`src/rtl/qsel_pkg.sv`:
```
// Shared types and elaboration-time helpers for the quadrant selector.
package qsel_pkg;

    typedef enum logic [1:0] {
        IDLE  = 2'd0,
        SWEEP = 2'd1,
        DRAIN = 2'd2
    } state_t;

    // Cycles spent after the last channel issue while the pipeline empties.
    localparam int DRAIN_CYCLES = 3;

    // Segment-centre coefficient, unsigned Q0.w, clamped to 2^w-1.
    // sin is evaluated by Taylor series so the table can be built at
    // elaboration time; cos(phi) is taken as sin(pi/2 - phi).
    function automatic longint unsigned coef_calc(input int seg, input int w,
                                                  input int seg_bits, input bit is_sin);
        real    pi;
        real    phi;
        real    x;
        real    term;
        real    sum;
        real    scale;
        longint r;
        longint max_v;
        pi    = 3.14159265358979323846;
        phi   = real'(2 * seg + 1) * (pi / 2.0) / real'(2 * (1 << seg_bits));
        x     = is_sin ? phi : (pi / 2.0 - phi);
        sum   = x;
        term  = x;
        for (int i = 1; i <= 10; i++) begin
            term = -term * x * x / real'((2 * i) * (2 * i + 1));
            sum  = sum + term;
        end
        scale = 1.0;
        for (int i = 0; i < w; i++) begin
            scale = scale * 2.0;
        end
        // real-to-integer cast rounds to nearest
        r     = longint'(sum * scale);
        max_v = (longint'(1) << w) - 1;
        if (r > max_v) r = max_v;
        if (r < 0) r = 0;
        return longint'(r);
    endfunction

    // Clamp a sign-extended value to the signed range of a w-bit word (w <= 32).
    function automatic logic signed [63:0] sat_w(input logic signed [63:0] v, input int w);
        logic signed [63:0] hi;
        logic signed [63:0] lo;
        logic signed [63:0] res;
        hi  = (64'sd1 <<< (w - 1)) - 64'sd1;
        lo  = -(64'sd1 <<< (w - 1));
        res = v;
        if (v > hi) res = hi;
        if (v < lo) res = lo;
        return res;
    endfunction

endpackage

```
`src/rtl/qsel_coef_rom.sv`:
```
// Segment weighting table: seg -> {S, C} at the segment centre angle.
module qsel_coef_rom import qsel_pkg::*; #(
    parameter int W        = 16,
    parameter int SEG_BITS = 2
) (
    input  logic [SEG_BITS-1:0] seg,
    output logic [W-1:0]        s_coef,
    output logic [W-1:0]        c_coef
);

    localparam int N_SEG = 1 << SEG_BITS;

    logic [W-1:0] s_tab [N_SEG];
    logic [W-1:0] c_tab [N_SEG];

    for (genvar g = 0; g < N_SEG; g++) begin : g_seg
        localparam logic [W-1:0] S_VAL = W'(coef_calc(g, W, SEG_BITS, 1'b1));
        localparam logic [W-1:0] C_VAL = W'(coef_calc(g, W, SEG_BITS, 1'b0));
        assign s_tab[g] = S_VAL;
        assign c_tab[g] = C_VAL;
    end

    assign s_coef = s_tab[seg];
    assign c_coef = c_tab[seg];

endmodule

```
`src/rtl/quadrant_selector_seq.sv`:
```
// Snapshot resolver sin/cos and read-counter angles on start, then sweep the
// channels through a 3-stage rotate / multiply / shift-saturate pipeline.
// Output handshake: err_valid is a pure valid strobe with no ready; when high,
// err_ch/err_data describe one channel result for that single cycle only.
module quadrant_selector_seq import qsel_pkg::*; #(
    parameter int N_CH     = 5,
    parameter int W        = 16,
    parameter int CW       = 16,
    parameter int SEG_BITS = 2
) (
    input  logic                     clk,
    input  logic                     rst,
    input  logic                     start,
    input  logic [N_CH*W-1:0]        sin_in,
    input  logic [N_CH*W-1:0]        cos_in,
    input  logic [N_CH*CW-1:0]       ang_in,
    output logic                     busy,
    output logic                     err_valid,
    output logic [$clog2(N_CH)-1:0]  err_ch,
    output logic signed [W-1:0]      err_data,
    output logic                     done,
    output logic                     overrun
);

    localparam int CH_W  = $clog2(N_CH);
    localparam int CNT_W = $clog2((N_CH > DRAIN_CYCLES) ? N_CH : DRAIN_CYCLES + 1);
    localparam int PW    = 2 * W + 2;
    localparam int DW    = PW + 1;

    state_t              state, state_nx;
    logic [CNT_W-1:0]    cnt, cnt_nx;
    logic                issue, accept;

    logic [N_CH*W-1:0]   sin_q, cos_q;
    logic [N_CH*CW-1:0]  ang_q;

    logic signed [W-1:0] s_raw, c_raw;
    logic [1:0]          quad;
    logic [SEG_BITS-1:0] seg;
    logic signed [W:0]   s_ext, c_ext, rs, rc;
    logic [W-1:0]        s_coef, c_coef;

    logic                v1, v2;
    logic [CH_W-1:0]     ch1, ch2;
    logic signed [W:0]   rs1, rc1;
    logic [W-1:0]        sc1, cc1;
    logic signed [PW-1:0] p1_nx, p2_nx, p1, p2;
    logic signed [DW-1:0] diff, shifted;

    // FSM state and channel/drain counter register
    always_ff @(posedge clk) begin
        if (rst) begin
            state <= IDLE;
            cnt   <= '0;
        end else begin
            state <= state_nx;
            cnt   <= cnt_nx;
        end
    end

    // FSM next state: IDLE -> SWEEP (one channel per cycle) -> DRAIN -> IDLE
    always_comb begin
        state_nx = state;
        cnt_nx   = cnt;
        issue    = 1'b0;
        accept   = 1'b0;
        case (state)
            IDLE: begin
                if (start) begin
                    accept   = 1'b1;
                    state_nx = SWEEP;
                    cnt_nx   = '0;
                end
            end
            SWEEP: begin
                issue = 1'b1;
                if (cnt == CNT_W'(N_CH - 1)) begin
                    state_nx = DRAIN;
                    cnt_nx   = '0;
                end else begin
                    cnt_nx = cnt + CNT_W'(1);
                end
            end
            DRAIN: begin
                if (cnt == CNT_W'(DRAIN_CYCLES - 1)) begin
                    state_nx = IDLE;
                    cnt_nx   = '0;
                end else begin
                    cnt_nx = cnt + CNT_W'(1);
                end
            end
            default: begin
                state_nx = IDLE;
                cnt_nx   = '0;
            end
        endcase
    end

    assign busy = (state != IDLE);

    // Input snapshot, taken only on an accepted start
    always_ff @(posedge clk) begin
        if (accept) begin
            sin_q <= sin_in;
            cos_q <= cos_in;
            ang_q <= ang_in;
        end
    end

    assign s_raw = sin_q[int'(cnt) * W +: W];
    assign c_raw = cos_q[int'(cnt) * W +: W];
    assign quad  = ang_q[int'(cnt) * CW + CW - 2 +: 2];
    assign seg   = ang_q[int'(cnt) * CW + CW - 2 - SEG_BITS +: SEG_BITS];

    // Quadrant rotation in W+1 bits so negating the most negative sample is exact
    always_comb begin
        s_ext = {s_raw[W-1], s_raw};
        c_ext = {c_raw[W-1], c_raw};
        case (quad)
            2'd0:    begin rs = s_ext;  rc = c_ext;  end
            2'd1:    begin rs = -c_ext; rc = s_ext;  end
            2'd2:    begin rs = -s_ext; rc = -c_ext; end
            default: begin rs = c_ext;  rc = -s_ext; end
        endcase
    end

    qsel_coef_rom #(.W(W), .SEG_BITS(SEG_BITS)) u_rom (
        .seg    (seg),
        .s_coef (s_coef),
        .c_coef (c_coef)
    );

    // Stage 1: rotated samples and segment coefficients
    always_ff @(posedge clk) begin
        if (rst) begin
            v1 <= 1'b0;
        end else begin
            v1 <= issue;
            if (issue) begin
                rs1 <= rs;
                rc1 <= rc;
                sc1 <= s_coef;
                cc1 <= c_coef;
                ch1 <= CH_W'(cnt);
            end
        end
    end

    // Signed (W+1) x unsigned W products, all operands widened to PW first
    always_comb begin
        p1_nx = PW'(rs1) * PW'($signed({1'b0, cc1}));
        p2_nx = PW'(rc1) * PW'($signed({1'b0, sc1}));
    end

    // Stage 2: product registers
    always_ff @(posedge clk) begin
        if (rst) begin
            v2 <= 1'b0;
        end else begin
            v2 <= v1;
            if (v1) begin
                p1  <= p1_nx;
                p2  <= p2_nx;
                ch2 <= ch1;
            end
        end
    end

    // Difference and floor-shift back to sample scale
    always_comb begin
        diff    = DW'(p1) - DW'(p2);
        shifted = diff >>> W;
    end

    // Stage 3: saturated error word, done on the last channel
    always_ff @(posedge clk) begin
        if (rst) begin
            err_valid <= 1'b0;
            done      <= 1'b0;
            err_ch    <= '0;
            err_data  <= '0;
        end else begin
            err_valid <= v2;
            done      <= v2 && (ch2 == CH_W'(N_CH - 1));
            if (v2) begin
                err_ch   <= ch2;
                err_data <= W'(sat_w(64'(shifted), W));
            end
        end
    end

    // A start that arrives while busy is dropped and flagged one cycle later
    always_ff @(posedge clk) begin
        if (rst) begin
            overrun <= 1'b0;
        end else begin
            overrun <= start && (state != IDLE);
        end
    end

endmodule

```
`config.mk`:
```
export PLATFORM = sky130hd
export DESIGN_NAME = quadrant_selector_seq
export DESIGN_NICKNAME = d
export VERILOG_FILES = /design/src/rtl/qsel_pkg.sv /design/src/rtl/qsel_coef_rom.sv /design/src/rtl/quadrant_selector_seq.sv
export SDC_FILE = /design/constraint.sdc
export NUM_CORES = 2
export LEC_CHECK = 0
export CAP_MARGIN = 20
export CORE_ASPECT_RATIO = 0.5
export CORE_MARGIN = 3
export CORE_UTILIZATION = 30
export CTS_CLUSTER_DIAMETER = 200
export DETAILED_ROUTE_END_ITERATION = 10
export PLACE_DENSITY = 0.56
export SETUP_SLACK_MARGIN = 0.4
export SYNTH_ARGS = -nofsm -noshare
export SYNTH_HDL_FRONTEND = slang
export SYNTH_SLANG_ARGS = --single-unit
```
`constraint.sdc`:
```
create_clock -name clk -period 8.9 [get_ports clk]
set_input_delay 1.78 -clock clk [delete_from_list [all_inputs] [get_ports clk]]
set_output_delay 1.78 -clock clk [all_outputs]
set_load 0.01 [all_outputs]
```
* Yosys cells after proc, flatten, opt, wreduce, memory -nomap -nowiden
Cells that the tools add are included.
** Word-level totals
- Flip-flop bits (word level) :: 409
- Input port bits :: 243
- Output and inout port bits :: 23
- Word-level logic and storage cells :: 77
** Cells by class
- Add/subtract/negate cells :: 7
- $mul :: 2
- $lt $le $gt $ge :: 3
- Eq/ne operators :: 10
- Shift-type cells :: 4
- Muxes and demuxes :: 21
- Bitwise gates (word level) :: 2
- Reductions and logical operators :: 8
** Operators by type and width (number)
- variable part select 80 x 8 -> 16 bit :: 2
- case mux 17 bit (3 select lines) :: 2
- two-way mux 16 bit :: 6
- variable part select 80 x 10 -> 2 bit :: 1
- variable part select 80 x 9 -> 2 bit :: 1
- multiplier 17 x 17 -> 34 bit :: 2
- binary-select mux 16 bit (select 2 bit) :: 2
- subtractor 34 x 34 -> 35 bit :: 1
- negation 16 -> 17 bit :: 2
- > comparator 19 x 16 -> 1 bit (second input constant) :: 1
- < comparator 19 x 16 -> 1 bit (second input constant) :: 1
- subtractor 9 x 3 -> 10 bit (second input constant) :: 1
- two-way mux 3 bit :: 3
- case mux 3 bit (3 select lines) :: 1
- subtractor 8 x 2 -> 9 bit (second input constant) :: 1
- adder 7 x 5 -> 8 bit (second input constant) :: 1
- == test 3 bit (second input constant) :: 2
- two-way mux 2 bit :: 3
- != test 2 bit (second input constant) :: 3
- case mux 2 bit (3 select lines) :: 1
- == test 2 x 1 -> 1 bit (second input constant) :: 2
- == test 2 bit (second input constant) :: 2
- logical NOT 2 bit :: 2
- AND reduction 2 bit :: 2
- other kinds (9) :: 12

* Logic depth before layout (Yosys ltp)
- Depth after elaboration :: 8
- Gate-level depth with buffers :: 27
- Mapped depth without buffers :: 26

* Hierarchy
A second synthesis with hierarchy kept.
** Second synthesis, totals
- Cells, all modules :: 3421
- Area total of the unflattened synthesis :: 36057.1 µm²
** By module, submodules not included
- quadrant_selector_seq :: times used 1, cells an instance 3383, area an instance 35768.1 µm², seq. area each 10189.8 µm²
- qsel_coef_rom :: times used 1, cells an instance 38, area an instance 289.0 µm², seq. area each 0.0 µm²

* Worst setup path before layout
OpenSTA, ideal clock, no wires.
- Path kind :: register to register
- Start point :: reg sc1[10] (netlist name)
- End point :: reg p1[32], data pin
- Library setup time :: 258 ps
- Arrival :: 6188 ps
- Required time :: 8642 ps
- Setup slack :: 2454 ps
- Stages on the path, launching flop included :: 25
- Buffers on the path :: 3
- Clock period less this slack :: 6446 ps
- Cell sequence :: edfxtp_1 clkbuf_1 clkbuf_1 nand2_1 fa_1 fa_1 fa_1 inv_1 fa_1 fa_1 inv_1 fa_1 inv_1 ha_1 buf_2 and4_1 nand4_1 a21oi_1 a2111oi_2 o41ai_2 a41oi_1 o21bai_1 a21o_1 a21oi_1 xnor2_1
** RTL lines
- to (signal assigned) :: line quadrant_selector_seq.sv:162 : p1 <= p1_nx;
- to (decl) :: line quadrant_selector_seq.sv:47 : logic signed [PW-1:0] p1_nx, p2_nx, p1, p2;

* Final worst setup path
- Start point :: reg sc1[7]
- End point :: reg p2[28], data pin
** Between the ends
- Word-level cells in the longest chain between the ends :: 1
** Ends and longest elaborated chain
- from (decl) :: line quadrant_selector_seq.sv:46 : logic [W-1:0] sc1, cc1;
- from (signal assigned) :: line quadrant_selector_seq.sv:142 : sc1 <= s_coef;
- multiplier 17 x 17 -> 34 bit :: line quadrant_selector_seq.sv:152 : p2_nx = PW'(rc1) * PW'($signed({1'b0, sc1}));
- via p2_nx[28] :: line quadrant_selector_seq.sv:47
- to (signal assigned) :: line quadrant_selector_seq.sv:163 : p2 <= p2_nx;
- to (decl) :: line quadrant_selector_seq.sv:47
The timed path passes the listed nets, and every way through them passes these cells.
A chain may end at the register's enable or synchronous reset.

==> impl_metrics.json <==
{
  "fin_crit_sh_pct": 84.30,
  "wl_met1_mm": 37.05,
  "synth_top_area_share_pct": 32.54,
  "fmax_mhz": 133.3,
  "synth_ff_type": "edfxtp_1",
  "r2r-start": "sc1[7]",
  "cts_resized": 0,
  "post_cts_buffers": 0,
  "cp_common_cell": "fa_1",
  "hold_depth": 0,
  "yosys-top-cells-area": "fa_1, edfxtp_1, inv_1",
  "slew_viol_final": 0,
  "die_area_um2": 117500,
  "hold_start": "ch1[0]",
  "finish.utilization_pct": 34.99,
  "io_pins": 266,
  "start_kind": "flip-flop",
  "wl_met2_mm": 39.41,
  "cts_tree": "built",
  "core.rowCount": 86,
  "setup_viol": 0,
  "nets": 4292,
  "die_x_um": 481.9,
  "fin_crit_ns": 7.502,
  "root_buffer": "clkbuf_16",
  "routed_wl_mm": 83.13,
  "dr.pass1.iters": 5,
  "grt_overflow": 0,
  "fp.dieH_um": 243.9,
  "detail_route.vias_per_cell": 4.592,
  "fin_hold_ws_ns": 0.4173,
  "max_stage_delay_ns": 1.04,
  "antenna_found_initial": 5,
  "grt_pass1_vias": 24210,
  "setup_ws_ns": 1.398,
  "grt_setup_unrepaired": "false",
  "synth_warnings": 0,
  "hold-path-endpoint": "ch2[0]",
  "max_slew_margin_pct": 19.76,
  "track_usage_pct": 14.62,
  "r2r-end": "p2[28]",
  "r2r_cells": 22,
  "htree_levels": 2,
  "top_layer_used": "met5",
  "worstSetupPathType": "reg -> reg",
  "antenna_left": 0,
  "post_drt_wl_per_cell_um": 17.33,
  "status": "complete, no violations",
  "hold_viol": 0,
  "insertion_delay_ns": 0.58,
  "crit_arrival_ns": 7.82,
  "r2r_slack_ns": 1.40,
  "synth_fp_nets": 4123,
  "crit_required_ns": 9.21,
  "synth_edf_count": 300,
  "ys_seq_area_share_pct": 28.23,
  "hpwl_mm": 67.94,
  "gp_congestion": 0.8929,
  "drv_cap": 0,
  "path_cells": "nand2_1 > fa_1 > fa_1 > fa_1 > inv_1 > ha_1 > fa_1 > inv_1 > fa_1 > inv_1 > ha_1 > a21o_1 > a21o_1 > o21ai_0 > a21oi_1 > o21ai_0 > a21oi_1 > a211oi_1 > o31ai_1 > a21oi_1 > o31ai_1 > xnor2_1",
  "remaining_drc_errors": 0,
  "syn_avg_cell_area_um2": 10.95,
  "cts_made_buffers": 39,
  "cts_sinks": 329,
  "grt_pass1_wl_mm": 134.4,
  "synth_cells": 3101,
  "holdBufCountCts": 0,
  "worstHoldPathType": "reg -> reg",
  "slowest_stage": "edfxtp_1",
  "crit_fanout": 23,
  "area_growth_pct": 14.50,
  "drtIter0Drc": 1393,
  "synth.largest_area_cell": "fa_1",
  "drive_above_1_share_pct": 4.879,
  "fin_skew_ns": 0.03246,
  "core_area_um2": 111200,
  "grt_start_max_net_pins": 171,
  "critPathCaptureType": "flip-flop",
  "clk_path_buf_depth": 3,
  "initial_core_util_pct": 30.56,
  "clk_transition_reported_paths_ns": 0.06,
  "synth_area_um2": 33970,
  "yosysUniqueCellTypes": 85,
  "timing.setup.tns_ns": 0,
  "async_flop_share_pct": 0,
  "postSynthRegisterBits": 329,
  "vias": 22030,
  "place_ws_ns": 1.336,
  "met3_length_mm": 4.997,
  "worst-slew-pin-transition_ns": 1.204,
  "portBuffers": 205
}
## state kept, by name (all words and copies together) (netlist names), 2 cells and up
register / count
cnt: 3
rs1: 17
cc1: 3
ang_q: 20
ch2: 3
sc1: 9
rc1: 17
err_ch: 3
state: 2
ch1: 3
sin_q: 80
cos_q: 80
p2: 34
p1: 34
err_data: 16
## through the flow
stage	area (um2)	std cells
after global placement	37640	4725
after CTS	38880	4796
after detailed placement	37640	4725
after global routing	38880	4796
final	38890	4798
after floorplan	33970	3101
## Yosys cell counts (18+ instances only)
library cell,instances
nand2_1,276
nor2_1,75
and2_1,120
a22oi_1,32
clkbuf_1,70
xnor2_1,70
buf_2,18
o21ai_0,68
inv_1,771
fa_1,552
ha_1,227
a21oi_1,115
xor2_1,24
nand3_1,24
a21o_1,36
edfxtp_1,300
mux4_2,26
dfxtp_1,29
## worst max-delay path: cells and delay by family (launching register included)
| kind | cells | cell delay [ns] |
|---|---|---|
| AO/OA/AOI/OAI | 10 | 2.46 |
| adder cells (fa/ha/maj) | 7 | 3.17 |
| XOR/XNOR | 1 | 0.14 |
| buffers and inverters | 3 | 0.15 |
| AND/OR/NAND/NOR | 1 | 0.26 |
| flip-flops | 1 | 1.04 |
## cells by family after synthesis
logic type	synth area share [%]
compound gates	7.136
xor+xnor	2.424
buf+inv	9.784
fa+ha+maj	40.90
simple gates	8.808
mux	2.719
flops	28.23
## cell usage in the layout, fill, tap and decap left out, drive strengths merged, types with 11 or more instances in the layout
master,netlist,routed
clkinv,0,16
edfxtp,300,300
xnor2,70,70
mux4,31,31
inv,772,776
nor2,76,76
o21bai,16,16
o21a,14,14
a211oi,14,14
or3,16,16
a22oi,43,43
o21ai,81,81
buf,25,18
xor2,24,24
nand2,277,277
clkbuf,70,46
ha,227,227
and3,17,17
clkdlybuf4s50,0,205
mux2i,15,15
a21o,36,36
a21oi,116,116
nand3,30,30
nor3,20,20
fa,552,552
dfxtp,29,29
and2,121,121
nor2b,17,17
nand2b,11,11
## routing by layer
layer | GRT usage [%] | vias to the layer above
met5 | 0 | -
met4 | 3.214 | 4
met3 | 2.850 | 94
met2 | 24.37 | 512
met1 | 19.69 | 11280
li1 | - | 10150
## worst max-delay path by stage
stage,slack (ns),endpoint,cells after the start,start
6_report,1.40,p2[28],22,sc1[7]
2_1_floorplan,2.45,p1[32],24,sc1[10]
5_1_grt,0.93,p2[28],22,sc1[7]
3_3_place_gp,1.41,p2[26],21,sc1[7]
4_1_cts,1.33,p2[26],21,sc1[7]
3_5_place_dp,1.34,p2[26],21,sc1[7]
## area by class of cell
type                    instances  area, um2
clock buffers                  46       1002
clock inverters                25      242.7
well taps                    1496       1872
flip-flops and latches        329       9594
diodes                          2      5.005
fillers                     11130      72270
inverters                     772       2898
multi-input cells            1905      21080
repair buffers                223       2200
Power is not shown: default switching activity piles up to over one toggle a cycle in this logic, so the estimate is an artifact.
